### config.mk
export PLATFORM = sky130hd
export DESIGN_NAME = bus_master
export DESIGN_NICKNAME = d
export VERILOG_FILES = /design/src/rtl/bus_pkg.sv /design/src/rtl/bus_master_rdpipe.sv /design/src/rtl/bus_master.sv
export SDC_FILE = /design/constraint.sdc
export NUM_CORES = 1
export LEC_CHECK = 0
export CAP_MARGIN = 20
export CORE_UTILIZATION = 36
export DETAILED_ROUTE_END_ITERATION = 10
export GPL_TIMING_DRIVEN = 0
export PLACE_DENSITY = 0.87
export SKIP_CTS_REPAIR_TIMING = 1
export SYNTH_ARGS = -nofsm -noshare
export SYNTH_HDL_FRONTEND = slang
export SYNTH_SLANG_ARGS = --single-unit
### constraint.sdc
create_clock -name clk -period 3.8 [get_ports clk]
set_input_delay 0.38 -clock clk [delete_from_list [all_inputs] [get_ports clk]]
set_output_delay 0.38 -clock clk [all_outputs]
set_load 0.01 [all_outputs]
### src/rtl/bus_pkg.sv
// Shared defaults and state encoding for the arbitrated-bus initiator engine.
package bus_pkg;

  localparam int ADDR_W_DEFAULT = 8;
  localparam int DATA_W_DEFAULT = 32;
  localparam int LEN_W_DEFAULT  = 4;
  localparam int MAX_RD_LAT     = 4;

  typedef enum logic [1:0] {
    ST_IDLE  = 2'd0,
    ST_REQ   = 2'd1,
    ST_XFER  = 2'd2,
    ST_DRAIN = 2'd3
  } state_t;

endpackage

### src/rtl/bus_master_rdpipe.sv
// Read-return tracker: flags the cycle each issued read beat's data appears on M_din
// and counts beats still in flight.
module bus_master_rdpipe
  import bus_pkg::*;
#(
  parameter int DATA_W = DATA_W_DEFAULT,
  parameter int RD_LAT = 1
) (
  input  logic              clk,
  input  logic              reset_n,
  input  logic              issue,
  input  logic [DATA_W-1:0] M_din,
  output logic              rsp_valid,
  output logic [DATA_W-1:0] rsp_data,
  output logic              empty
);

  localparam int CNT_W = $clog2(MAX_RD_LAT + 1);

  logic [RD_LAT-1:0] valid_sr_reg;
  logic [CNT_W-1:0]  count_reg;

  always_ff @(posedge clk or negedge reset_n) begin
    if (!reset_n) begin
      valid_sr_reg <= '0;
      count_reg    <= '0;
    end else begin
      valid_sr_reg[0] <= issue;
      for (int i = 1; i < RD_LAT; i++) begin
        valid_sr_reg[i] <= valid_sr_reg[i-1];
      end
      count_reg <= count_reg + CNT_W'(issue) - CNT_W'(rsp_valid);
    end
  end

  assign rsp_valid = valid_sr_reg[RD_LAT-1];
  assign rsp_data  = rsp_valid ? M_din : '0;
  // True when every outstanding beat has returned by the end of this cycle.
  assign empty     = !issue && (count_reg == CNT_W'(rsp_valid));

endmodule

### src/rtl/bus_master.sv
// Initiator engine for one master port of the shared arbitrated bus: takes single/burst
// commands, requests the bus, issues one beat per granted cycle and reports completion.
module bus_master
  import bus_pkg::*;
#(
  parameter int ADDR_W = ADDR_W_DEFAULT,
  parameter int DATA_W = DATA_W_DEFAULT,
  parameter int LEN_W  = LEN_W_DEFAULT,
  parameter int RD_LAT = 1
) (
  input  logic              clk,
  input  logic              reset_n,
  input  logic              cmd_valid,
  output logic              cmd_ready,
  input  logic              cmd_wr,
  input  logic [ADDR_W-1:0] cmd_addr,
  input  logic [LEN_W-1:0]  cmd_len,
  input  logic [DATA_W-1:0] wr_data,
  output logic              wr_pop,
  output logic              rsp_valid,
  output logic [DATA_W-1:0] rsp_data,
  output logic              done,
  output logic              M_req,
  input  logic              M_grant,
  output logic              M_wr,
  output logic [ADDR_W-1:0] M_address,
  output logic [DATA_W-1:0] M_dout,
  input  logic [DATA_W-1:0] M_din
);

  state_t            state_reg, state_next;
  logic              wr_reg, wr_next;
  logic [ADDR_W-1:0] cur_addr_reg, cur_addr_next;
  logic [ADDR_W-1:0] last_addr_reg, last_addr_next;
  logic [LEN_W-1:0]  beats_left_reg, beats_left_next;
  logic              done_reg, done_next;
  logic              beat;
  logic              write_beat;
  logic              rd_empty;

  always_ff @(posedge clk or negedge reset_n) begin
    if (!reset_n) begin
      state_reg      <= ST_IDLE;
      wr_reg         <= 1'b0;
      cur_addr_reg   <= '0;
      last_addr_reg  <= '0;
      beats_left_reg <= '0;
      done_reg       <= 1'b0;
    end else begin
      state_reg      <= state_next;
      wr_reg         <= wr_next;
      cur_addr_reg   <= cur_addr_next;
      last_addr_reg  <= last_addr_next;
      beats_left_reg <= beats_left_next;
      done_reg       <= done_next;
    end
  end

  always_comb begin
    state_next      = state_reg;
    wr_next         = wr_reg;
    cur_addr_next   = cur_addr_reg;
    last_addr_next  = last_addr_reg;
    beats_left_next = beats_left_reg;
    done_next       = 1'b0;
    beat            = 1'b0;
    case (state_reg)
      ST_IDLE: begin
        if (cmd_valid && cmd_ready) begin
          wr_next         = cmd_wr;
          cur_addr_next   = cmd_addr;
          beats_left_next = cmd_len;
          state_next      = ST_REQ;
        end
      end
      ST_REQ: begin
        if (M_grant) state_next = ST_XFER;
      end
      ST_XFER: begin
        // A lost grant simply stalls the burst; address and count hold until it returns.
        if (M_grant) begin
          beat            = 1'b1;
          cur_addr_next   = cur_addr_reg + ADDR_W'(1);
          last_addr_next  = cur_addr_reg;
          beats_left_next = beats_left_reg - LEN_W'(1);
          if (beats_left_reg == '0) begin
            if (wr_reg) begin
              state_next = ST_IDLE;
              done_next  = 1'b1;
            end else begin
              state_next = ST_DRAIN;
            end
          end
        end
      end
      ST_DRAIN: begin
        if (rd_empty) begin
          state_next = ST_IDLE;
          done_next  = 1'b1;
        end
      end
      default: state_next = ST_IDLE;
    endcase
  end

  bus_master_rdpipe #(
    .DATA_W (DATA_W),
    .RD_LAT (RD_LAT)
  ) u_rdpipe (
    .clk       (clk),
    .reset_n   (reset_n),
    .issue     (beat && !wr_reg),
    .M_din     (M_din),
    .rsp_valid (rsp_valid),
    .rsp_data  (rsp_data),
    .empty     (rd_empty)
  );

  // Masking with done_reg keeps the next command out until the cycle after done.
  assign cmd_ready  = reset_n && (state_reg == ST_IDLE) && !done_reg;
  assign M_req      = (state_reg == ST_REQ) || (state_reg == ST_XFER);
  assign write_beat = beat && wr_reg;
  assign M_wr       = write_beat;
  assign wr_pop     = write_beat;
  assign M_dout     = write_beat ? wr_data : '0;
  assign M_address  = beat ? cur_addr_reg : last_addr_reg;
  assign done       = done_reg;

endmodule

After elaboration in Yosys (flattened, before gate mapping):

Index checks and enable logic that the tools add are counted.

* word-level logic and storage cells: 61
* output and inout bits: 78
* flip-flop bits (word level): 28
* bits of input ports: 81

* multiplexer cells: 23
* equal/unequal tests: 9
* reduce and logical (&&, ||, !) cells: 17
* $add $sub $neg: 4

Operator list (count)
* $mux 32: 2
* $mux 8: 3
* $pmux 8 s2: 1
* $mux 2: 6
* $ne 2x2->1 const B: 5
* $add 8x1->8 const B: 1
* $mux 4: 2
* $pmux 2 s4: 1
* $pmux 4 s2: 1
* $logic_and 1x1->1: 6
* $mux 1: 6
* $reduce_and 5->1: 1
* $eq 2x2->1 const B: 2
* $logic_not 4->1: 1
* $reduce_and 2->1: 2
* $sub 4x1->4 const B: 1
* $add 3x1->3: 1
* $eq 3x1->1: 1
* $logic_not 1->1: 3
* $reduce_and 3->1: 1
* $sub 3x1->3: 1
* $eq 2x1->1 const B: 1
* $logic_not 2->1: 1
* $pmux 1 s2: 1
* other kinds (2): 2

Longest topological paths before layout:

Gate-level depths: netlist of the first run.

* word-level depth: 7
* depth in mapped cells: 10

By module:

From an unflattened synthesis of the first run, not the netlist that was laid out.

* cell total of the unflattened synthesis: 224
* area, all modules: 1945.6 um2

By module, submodules not included
* bus_master: seq. area each 600.6 um2, cells an instance 176, area an instance 1537.7 um2, instances 1
* bus_master_rdpipe: seq. area each 100.1 um2, cells an instance 48, area an instance 407.9 um2, instances 1

Least setup slack after synthesis of the first run:

OpenSTA, ideal clock, no wires.

* path kind: reg2reg
* start: register state_reg[0]
* end: register u_rdpipe.count_reg[2]
* setup slack: 1.605 ns
* stages on the path, launching flop included: 11
* arrival time: 2.072 ns
* path buffers: 0
* cells stage by stage: dfrtp_1 inv_1 ha_1 and3b_1 inv_1 ha_1 inv_1 ha_1 fa_1 xnor2_1 xnor2_1

* word-level cells in the longest chain between the ends: 5

RTL lines
* from (decl): RTL line bus_master.sv:31 `state_t state_reg, state_next;`
* from (signal assigned): RTL line bus_master.sv:50 `state_reg <= state_next;`
* $eq 2x2->1: RTL line bus_master.sv:67 `case (state_reg)`
* $mux 1: RTL line bus_master.sv:67
* $logic_and 1x1->1: RTL line bus_master.sv:112 `.issue (beat && !wr_reg),`
* named net u_rdpipe.issue: RTL line bus_master_rdpipe.sv:11 `input logic issue,`
* $add 3x1->3: RTL line bus_master_rdpipe.sv:32 `count_reg <= count_reg + CNT_W'(issue) - CNT_W'(rsp_valid);`
* $sub 3x1->3: RTL line bus_master_rdpipe.sv:32
* to (signal assigned): RTL line bus_master_rdpipe.sv:32
* to (decl): RTL line bus_master_rdpipe.sv:21 `logic [CNT_W-1:0] count_reg;`

The timed path passes the listed nets, and every way through them passes these cells.
A chain may end at the register's enable or synchronous reset.

Final worst setup path of the first run:

* start: register state_reg[0]
* end: output M_address[4]

* word-level cells in the longest chain between the ends: 3

RTL lines
* $eq 2x2->1: RTL line bus_master.sv:67
* $mux 1: RTL line bus_master.sv:67
* $mux 8: RTL line bus_master.sv:126 `assign M_address = beat ? cur_addr_reg : last_addr_reg;`
* to (decl): RTL line bus_master.sv:26 `output logic [ADDR_W-1:0] M_address,`

No other way between the ends.

==> impl_metrics.ini, run 1 <==
[sta]
worst_clock_skew_ps = 5.56
period_utilization = 0.758
maximum_clock_frequency_mhz = 347
grt_setup_unrepaired = false
worst_slew_margin_rel = 0.553
fin_worst_hold_slack_ps = 502
timing_hold_violations_final = 0
timing.final.max_slew_violations = 0
finalSetupTns_ps = 0
final_period_minus_worst_setup_slack_ps = 2880
least_margin_pin_slew_ps = 668
count_of_final_setup_violators = 0

[finish]
net_count_reported_at_finish = 485
post_route_cells_drive_above_1_share = 0.0611
area_overhead_of_the_layout_relative_to_synthesis_pct = 86.7
diodes = 0
layout.cells.most_common = sky130_fd_sc_hd__clkdlybuf4s50_1
final_cell_mix = sky130_fd_sc_hd__clkdlybuf4s50_1, sky130_fd_sc_hd__and2_1, sky130_fd_sc_hd__dfrtp_1, sky130_fd_sc_hd__a21oi_1

[global_route]
first_pass_grt_wire_length_microns = 10400
grt_max_degree = 18
number_of_antenna_violations_at_the_first_check_in_global_routing = 0
number_of_global_route_vias_before_repair = 2113
grt_overflow_total = 0
groute.usage.overall = 0.215

[synth]
netlist_area_sq_um = 2010
synth_edf_count = 0
share_of_synthesized_flip_flops_with_an_asynchronous_set_or_reset = 1.00
synth-main-ff-cell = sky130_fd_sc_hd__dfrtp_1
yosys_warnings = 0
postSynthCellCount = 230
synth_cell_type_count = 41
syn_avg_cell_area_sq_um = 8.73
yosysSeqAreaShare = 0.349
ys_seq_elements = 28
synthesis.nets = 321

[flow_run]
max-cap-violations = 0

[place]
detailedPlacementHpwl_microns = 5190
finalWeightedCongestion = 0.831
place.port_buffers = 158

[cts]
cts_buffers = 3
cts_htree_levels = 1
cts_sinks = 28
worst_skew_pair.late_latency_ps = 280
clock-root-buffer = sky130_fd_sc_hd__clkbuf_8
clk_pin_slew_ps = 100
buffer_depth_of_the_longest_clock_path = 2
cts_tree = done

[die]
cell_row_count = 26
die_area_sq_um = 5880
core_area_sq_um = 5240
floorplan.initialDensity = 0.383
ios = 159
die_x_microns = 76.7
die_h_microns = 76.7

[setup_path]
worst-setup-path-type = flip-flop to output port
worstSetupEndpointType = output port
r2r.worst_path.cells = 10
worst_setup_path_start_kind = flip-flop
path_max_fanout = 10
cp_data_required_time_ps = 3420
worstPathArrival_ps = 2500
r2r-start = state_reg[0]$_DFFE_PN0P_
r2r_slack_ps = 1410
worst_r2r_endpoint = u_rdpipe.count_reg[2]$_DFF_PN0_

[status]
outcome = complete, no violations

[min_path]
hold_class = primary input to asynchronous set/reset pin

[power]
powerDensity_nw_per_um2 = 542
p_leak_nw = 1.55
power.ir.vdd_worst_mv = 0.506

[detailed_routing]
post_drt_via_cell_ratio = 4.73
post_drt_wl_per_cell_microns = 13.6
drt-pass1-iter-count = 4
drtIter0Drc = 69
route.final.wire_length_microns = 6310
detail-route-antenna-nets = 0
dr_total_vias = 2192
route.detailed.drc = 0
[synthesized netlist by cell type, types with 2 or more instances]
cell type | count | area share
sky130_fd_sc_hd__a21oi_1 | 15 | 0.037
sky130_fd_sc_hd__a31oi_1 | 3 | 0.0094
sky130_fd_sc_hd__and2_1 | 64 | 0.20
sky130_fd_sc_hd__and3_1 | 3 | 0.0094
sky130_fd_sc_hd__and3b_1 | 2 | 0.0087
sky130_fd_sc_hd__buf_2 | 5 | 0.012
sky130_fd_sc_hd__clkbuf_1 | 7 | 0.013
sky130_fd_sc_hd__dfrtp_1 | 28 | 0.35
sky130_fd_sc_hd__ha_1 | 9 | 0.056
sky130_fd_sc_hd__inv_1 | 13 | 0.024
sky130_fd_sc_hd__mux2_2 | 7 | 0.039
sky130_fd_sc_hd__mux2i_1 | 4 | 0.020
sky130_fd_sc_hd__nand2_1 | 13 | 0.024
sky130_fd_sc_hd__nand2b_1 | 4 | 0.012
sky130_fd_sc_hd__nand3_1 | 4 | 0.010
sky130_fd_sc_hd__nor2_1 | 11 | 0.021
sky130_fd_sc_hd__nor3_1 | 3 | 0.0075
sky130_fd_sc_hd__o21ai_0 | 9 | 0.022
sky130_fd_sc_hd__o22ai_1 | 3 | 0.0094
sky130_fd_sc_hd__xnor2_1 | 2 | 0.0087
[area by class of cell]
| cell class | instances | area, sq um |
|---|---|---|
| Timing Repair Buffer | 159 | 1600 |
| Fill cell | 434 | 1490 |
| Multi-Input combinational cell | 176 | 1200 |
| Sequential cell | 28 | 701 |
| Tap cell | 70 | 87.6 |
| Buffer | 13 | 58.8 |
| Clock buffer | 4 | 55.1 |
| Inverter | 13 | 48.8 |
[critical path: stages, from the launching register on]
cell	delay, ps
sky130_fd_sc_hd__dfrtp_1	430
sky130_fd_sc_hd__inv_1	110
sky130_fd_sc_hd__ha_1	270
sky130_fd_sc_hd__buf_2	210
sky130_fd_sc_hd__nand2_1	100
sky130_fd_sc_hd__buf_2	230
sky130_fd_sc_hd__mux2_2	380
sky130_fd_sc_hd__clkdlybuf4s50_1	480
[worst max-delay path by stage]
stage	start	end	slack [ps]	cells after the start
3_3_place_gp	reset_n	cmd_ready	680	3
3_5_place_dp	reset_n	cur_addr_reg[7]$_DFFE_PN0P_	1010	6
4_1_cts	state_reg[0]$_DFFE_PN0P_	M_address[0]	910	7
5_1_grt	state_reg[0]$_DFFE_PN0P_	M_address[0]	730	7
6_report	state_reg[0]$_DFFE_PN0P_	M_address[4]	920	7
2_1_floorplan	state_reg[0]$_DFFE_PN0P_	u_rdpipe.count_reg[2]$_DFF_PN0_	1610	10
[cells by family after synthesis]
logic type / after synthesis / synth area share
compound gates: 43 / 0.143
xor+xnor: 3 / 0.0131
fa+ha+maj: 10 / 0.0661
buf+inv: 26 / 0.0536
flops: 28 / 0.349
mux: 11 / 0.0592
simple gates: 109 / 0.316
[power breakdown]
part | internal (mW) | total [mW] | switching, mW
clock | 0.0929 | 0.186 | 0.0931
sequential | 0.448 | 0.568 | 0.120
combinational | 0.677 | 1.28 | 0.600
[routing by layer]
metal / share of wire / up-vias / track usage
li1: - / 1088 / -
met1: 0.42 / 1010 / 0.274
met2: 0.52 / 92 / 0.387
met3: 0.055 / 2 / 0.0393
met4: 0.0030 / 0 / 0.0269
met5: 0 / - / 0
[through the flow]
stage | setup WS [ps] | power, mW | util | cells | area, sq um
after floorplan | 1610 | 1.31 | - | 230 | 2010
after global placement | 685 | 1.80 | 0.702 | 458 | 3680
after detailed placement | 1010 | 1.85 | 0.705 | 459 | 3690
after CTS | 907 | 2.04 | 0.715 | 463 | 3750
after global routing | 732 | 2.20 | 0.715 | 463 | 3750
final | 921 | 2.03 | 0.715 | 463 | 3750
No activity file was read; power rests on OpenSTA's default activity.
==> run 2: changes to the inputs <==
--- a/config.mk
+++ b/config.mk
@@ -6,10 +6,10 @@
 export NUM_CORES = 1
 export LEC_CHECK = 0
 export CAP_MARGIN = 20
-export CORE_UTILIZATION = 36
+export CORE_UTILIZATION = 30
 export DETAILED_ROUTE_END_ITERATION = 10
 export GPL_TIMING_DRIVEN = 0
-export PLACE_DENSITY = 0.87
+export PLACE_DENSITY = 0.77
 export SKIP_CTS_REPAIR_TIMING = 1
 export SYNTH_ARGS = -nofsm -noshare
 export SYNTH_HDL_FRONTEND = slang
==> constraint.sdc (replaced) <==
create_clock -name clk -period 2.5 [get_ports clk]
set_input_delay 0.25 -clock clk [delete_from_list [all_inputs] [get_ports clk]]
set_output_delay 0.25 -clock clk [all_outputs]
set_load 0.01 [all_outputs]
==> impl_metrics.ini, run 2 (synthesis gave the netlist of run 1 again) <==
[cts]
cts_buffers = 3
cts_tree = done
worst_skew_pair.late_latency_ps = 270
cts_htree_levels = 1
clk_pin_slew_ps = 90
cts_sinks = 28
clock-root-buffer = sky130_fd_sc_hd__clkbuf_8
buffer_depth_of_the_longest_clock_path = 2

[die]
die_area_sq_um = 7020
floorplan.initialDensity = 0.314
die_x_microns = 83.8
core_area_sq_um = 6390
ios = 159
die_h_microns = 83.8
cell_row_count = 29

[sta]
least_margin_pin_slew_ps = 669
fin_worst_hold_slack_ps = -10.0
count_of_final_setup_violators = 0
timing.final.max_slew_violations = 0
maximum_clock_frequency_mhz = 425
final_period_minus_worst_setup_slack_ps = 2350
timing_hold_violations_final = 12
worst_slew_margin_rel = 0.553
period_utilization = 0.940
worst_clock_skew_ps = 8.99

[setup_path]
r2r.worst_path.cells = 10
path_max_fanout = 10
cp_data_required_time_ps = 2250
worst_setup_path_start_kind = flip-flop
critPathLaunch = state_reg[0]$_DFFE_PN0P_
worst_r2r_endpoint = u_rdpipe.count_reg[2]$_DFF_PN0_
worst-setup-path-type = flip-flop to output port
setup.worst_path.end = M_dout[16]
crit_chain = inv_2 -> ha_4 -> and3_2 -> clkbuf_2 -> and2_1 -> clkdlybuf4s50_1
r2r-start = state_reg[0]$_DFFE_PN0P_
worstPathArrival_ps = 2100
critPathSlowestCell = sky130_fd_sc_hd__clkdlybuf4s50_1
r2r_slack_ps = 220
worstSetupEndpointType = output port
critical_path.max_stage_delay_ps = 550

[global_route]
grt_overflow_total = 0
groute.usage.overall = 0.182
number_of_antenna_violations_at_the_first_check_in_global_routing = 0
grt_max_degree = 19
first_pass_grt_wire_length_microns = 10600
number_of_global_route_vias_before_repair = 2081

[detailed_routing]
drt-pass1-iter-count = 4
drtIter0Drc = 82
dr_total_vias = 2189
route.detailed.drc = 0
detail-route-antenna-nets = 0
route.final.wire_length_microns = 6390
post_drt_wl_per_cell_microns = 13.5
post_drt_via_cell_ratio = 4.63

[power]
p_leak_nw = 1.65
power.ir.vdd_worst_mv = 0.670
totalPowerFinal_mw = 3.13
powerDensity_nw_per_um2 = 815

[status]
outcome = finished, violations left
failed_checks = negative hold slack

[place]
finalWeightedCongestion = 0.753
place.port_buffers = 158
detailedPlacementHpwl_microns = 5330
placed_area_sq_um = 3710

[min_path]
hold_class = primary input to asynchronous set/reset pin

[flow_run]
max-cap-violations = 0

[finish]
postLayoutCellArea_sq_um = 3840
net_count_reported_at_finish = 488
diodes = 0
area_overhead_of_the_layout_relative_to_synthesis_pct = 91.3
post_route_cells_drive_above_1_share = 0.0833
layout.filler_cells = 560
layout.cells.most_common = sky130_fd_sc_hd__clkdlybuf4s50_1
finalCoreUtilization = 0.601
final_cell_mix = sky130_fd_sc_hd__clkdlybuf4s50_1, sky130_fd_sc_hd__and2_1, sky130_fd_sc_hd__dfrtp_1, sky130_fd_sc_hd__a21oi_1, sky130_fd_sc_hd__nand2_1
[run 2: cell types whose count changed in the layout (fill, tap and decap cells not counted), sizes merged]
cell / delta
clkdlybuf4s50: -8
buf: +4
clkbuf: -1
dlymetal6s2s: +8
[run 2: how the worst min path moves through the flow]
stage                                             from                              end  depth (start not counted)
final                                          reset_n  u_rdpipe.count_reg[0]$_DFF_PN0_                          1
after global routing                           reset_n  u_rdpipe.count_reg[0]$_DFF_PN0_                          1
after CTS                                      reset_n  u_rdpipe.count_reg[0]$_DFF_PN0_                          1
after detailed placement  last_addr_reg[7]$_DFFE_PN0N_     last_addr_reg[7]$_DFFE_PN0N_                          2
after global placement    last_addr_reg[7]$_DFFE_PN0N_     last_addr_reg[7]$_DFFE_PN0N_                          2
after floorplan                                reset_n    beats_left_reg[0]$_DFFE_PN0P_                          0
[run 2: critical path, delay by kind of cell, from the launching register on]
kind / cells / cell delay, ps
flops: 1 / 440
fa+ha+maj: 1 / 170
simple gates: 2 / 370
buf+inv: 3 / 850
[run 2: layer usage]
layer | global-route usage | routed length [microns]
met5 | 0 | 0
met4 | 0.0216 | 40
met3 | 0.0366 | 432
met2 | 0.330 | 3300
met1 | 0.229 | 2620
[run 2: report_power, final]
| group | switching [mW] | internal, mW | total, mW | leakage [nW] |
|---|---|---|---|---|
| clock network | 0.134 | 0.141 | 0.275 | 0.0288 |
| logic | 0.928 | 1.06 | 1.99 | 1.30 |
| registers | 0.186 | 0.681 | 0.867 | 0.322 |
| total | 1.25 | 1.88 | 3.13 | 1.65 |
[run 2: cell type report]
| type | count | area [sq um] | share of cell area |
|---|---|---|---|
| multi-input combinational | 176 | 1210 | 0.316 |
| buffer | 13 | 73.8 | 0.0192 |
| timing repair buffer | 162 | 1650 | 0.430 |
| tap | 77 | 96.3 | 0.0251 |
| sequential | 28 | 701 | 0.183 |
| clock buffer | 4 | 55.1 | 0.0143 |
| inverter | 13 | 48.8 | 0.0127 |
[run 2: through the flow]
stage	cells	hold WS [ps]	setup TNS, ps	worst slack (ps)
2_1_floorplan	230	-45.6	0	305
3_3_place_gp	465	477	-6710	-530
3_5_place_dp	466	486	-778	-87.9
4_1_cts	470	390	-6690	-285
5_1_grt	473	26.9	-2.08	-2.08
6_report	473	-10.0	0	149
==> RTL change: new RTL, settings of run 2 <==
Make the reset (`reset_n`) synchronous in 2 clocked blocks.
--- a/src/rtl/bus_master_rdpipe.sv
+++ b/src/rtl/bus_master_rdpipe.sv
@@ -20,7 +20,7 @@
   logic [RD_LAT-1:0] valid_sr_reg;
   logic [CNT_W-1:0]  count_reg;
 
-  always_ff @(posedge clk or negedge reset_n) begin
+  always_ff @(posedge clk) begin
     if (!reset_n) begin
       valid_sr_reg <= '0;
       count_reg    <= '0;
--- a/src/rtl/bus_master.sv
+++ b/src/rtl/bus_master.sv
@@ -38,7 +38,7 @@
   logic              write_beat;
   logic              rd_empty;
 
-  always_ff @(posedge clk or negedge reset_n) begin
+  always_ff @(posedge clk) begin
     if (!reset_n) begin
       state_reg      <= ST_IDLE;
       wr_reg         <= 1'b0;
Behaviour: differs if reset_n is asserted again (counterexample within 4 cycles, from zero or initial values and one cycle with reset_n low); with reset_n held inactive, the same outputs for 10 cycles.
==> RTL change against run 2 <==
The flow finishes with violations (design-rule violations); sequential share of layout area down 3.6 points; global-route usage down 0.21 points; synthesized area up 1.7%; routed wire length up 4.5%; first-iteration DRC count up 34%; non-clock buffer count down 1; design area about the same; synthesized cell count up 9.6%; utilization down 0.73 points; sequential cell count unchanged; worst setup slack worse by 24 ps; critical endpoint is now u_rdpipe.count_reg[2].
Power is not compared: it rests on default switching activity, and its combinational part moved more than twofold at a synthesized area within 25%.
==> RTL change: results (changes against run 2) <==
Drt
  – Detailed-router iteration count before antenna repair: 8 (was 4)
  – Detailed-route via count: 2286 (was 2189)
  – Final wirelength: 6.67 mm (was 6.39 mm)
  – DRC: 15 (was 0)
  – Drt initial violations: 110 (was 82)
  – Via-per-instance ratio: 4.66 (was 4.63)

Worst setup path
  – CP max stage delay: 380 ps (was 550 ps)
  – Crit Path Max Fanout: 7 (was 10)
  – FF-to-FF setup slack: 130 ps (was 220 ps)
  – Critical path's slowest cell: fa_1 (was clkdlybuf4s50_1)
  – Critical Path Sink: u_rdpipe.count_reg[2] (was M_dout[16])
  – CP Launch Type: flip-flop (unchanged)
  – Worst r2r path cells: 12 (was 10)
  – Worst r2r src: state_reg[0] (unchanged)
  – Delay-heaviest family, CP: adder cells (was buffers and inverters)

Synth
  – Syn Nets: 343 (was 321)
  – Mapped Avg Cell Area: 8.10 sq um (was 8.73 sq um)
  – Post-synthesis sequential area ratio: 27.5% (was 34.9%)
  – Main flop type after synthesis: dfxtp_1 (was dfrtp_1)
  – Ys async rst share: 0% (was 100%)
  – Post-synth top cells: and2_1, dfxtp_1, o21ai_0, nand2_1, inv_1 (was and2_1, dfrtp_1, a21oi_1, inv_1, nand2_1)
  – Top area cells in the synthesized netlist: dfxtp_1, and2_1, ha_1, mux2_2, o21ai_0 (was dfrtp_1, and2_1, ha_1, mux2_2, a21oi_1)
  – Synth cell types: 46 (was 41)

Status
  – Violated checks: design-rule violations (was negative hold slack)
  – Outcome: finished, violations left (unchanged)

Global route
  – Gr usage total: 18.0% (was 18.2%)
  – Vias in the first global route: 2124 (was 2081)
  – First-pass GRT wire length: 10.4 mm (was 10.6 mm)
  – Initial antenna violation count: 0 (unchanged)
  – Largest net degree at the start of global routing: 17 (was 19)

STA
  – Max_slew headroom: 72.6% (was 55.3%)
  – Setup Skew: 3.53 ps (was 8.99 ps)
  – WHS: 511 ps (was -10.0 ps)

Cells and area
  – Share of layout cells above drive strength 1: 8.70% (was 8.33%)
  – Filler cells: 578 (was 560)
  – Final #Nets: 506 (was 488)

Clocking
  – Clock Root Buffer: clkbuf_8 (unchanged)
  – H-tree Lvls: 1 (unchanged)
  – Clk Latency, worst-skew pair: 280 ps
  – CTS max path bufs: 2 (unchanged)
  – Inserted Clock Buffers: 3 (unchanged)

Place
  – IO buf count: 158 (unchanged)
  – Area after DPL: 3720 sq um (was 3710 sq um)
  – Hpwl dp: 5.44 mm (was 5.33 mm)
  – Placer Congestion: 0.825 (was 0.753)
  – Cells after DPL: 487 (was 466)

Worst hold path
  – Worst Hold Class: in -> reg (was in -> async)
## RTL change: power groups by stage
stage	logic (mW)	clock network, mW	registers, mW
final	0.809	0.361	0.626
after global placement	0.786	0	0.629
after floorplan	0.497	0	0.608
after global routing	0.897	0.393	0.641
after detailed placement	0.799	0	0.632
after CTS	0.808	0.370	0.623
## RTL change: how the worst min path moves through the flow
| stage | cells past startpoint | startpoint | to |
|---|---|---|---|
| final | 3 | cmd_wr | wr_reg |
| after global routing | 2 | state_reg[1] | state_reg[1] |
| after CTS | 3 | cmd_wr | wr_reg |
| after detailed placement | 2 | state_reg[1] | state_reg[1] |
| after global placement | 2 | beats_left_reg[3] | beats_left_reg[3] |
| after floorplan | 2 | cmd_wr | wr_reg |
## RTL change: through the flow
step | setup slack (ps) | TNS [ps]
4_1_cts | -348 | -9120
6_report | 125 | 0
3_3_place_gp | -98.0 | -1340
3_5_place_dp | -122 | -2050
2_1_floorplan | 212 | 0
5_1_grt | -4.34 | -5.52
## RTL change: worst min-delay path, cell delays in order
cell	delay, ps
clkdlybuf4s50_1	400
nand3_1	60
nand2_1	40
## RTL change: routing by layer
metal | vias up | global-route usage, % | wire length, microns
li1 | 1158 | - | -
met2 | 92 | 34.4 | 3490
met5 | - | 0 | 0
met4 | 0 | 2.47 | 51
met1 | 1030 | 20.3 | 2600
met3 | 6 | 4.92 | 533
## RTL change: final cells by class
| class | count | area, sq um | area share [%] |
|---|---|---|---|
| Timing Repair Buffer | 158 | 1600 | 41.8 |
| Multi-Input combinational cell | 196 | 1360 | 35.5 |
| Sequential cell | 28 | 562 | 14.6 |
| Buffer | 16 | 97.6 | 2.54 |
| Tap cell | 77 | 96.3 | 2.51 |
| Inverter | 12 | 45.0 | 1.17 |
| Clock buffer | 3 | 41.3 | 1.08 |
| Clock inverter | 1 | 30.0 | 0.783 |
## RTL change: logic make-up (layout without fill, tap and decap cells)
logic type | after synthesis | in the layout | synth area share (%)
and+or+nand+nor | 129 | 129 | 37.1
AOI/OAI and AO/OA | 43 | 43 | 15.3
DFF | 28 | 28 | 27.5
buffers and inverters | 28 | 190 | 6.49
muxes | 11 | 11 | 5.88
adders and majority gates | 10 | 10 | 6.50
xor gates and xnor gates | 3 | 3 | 1.29
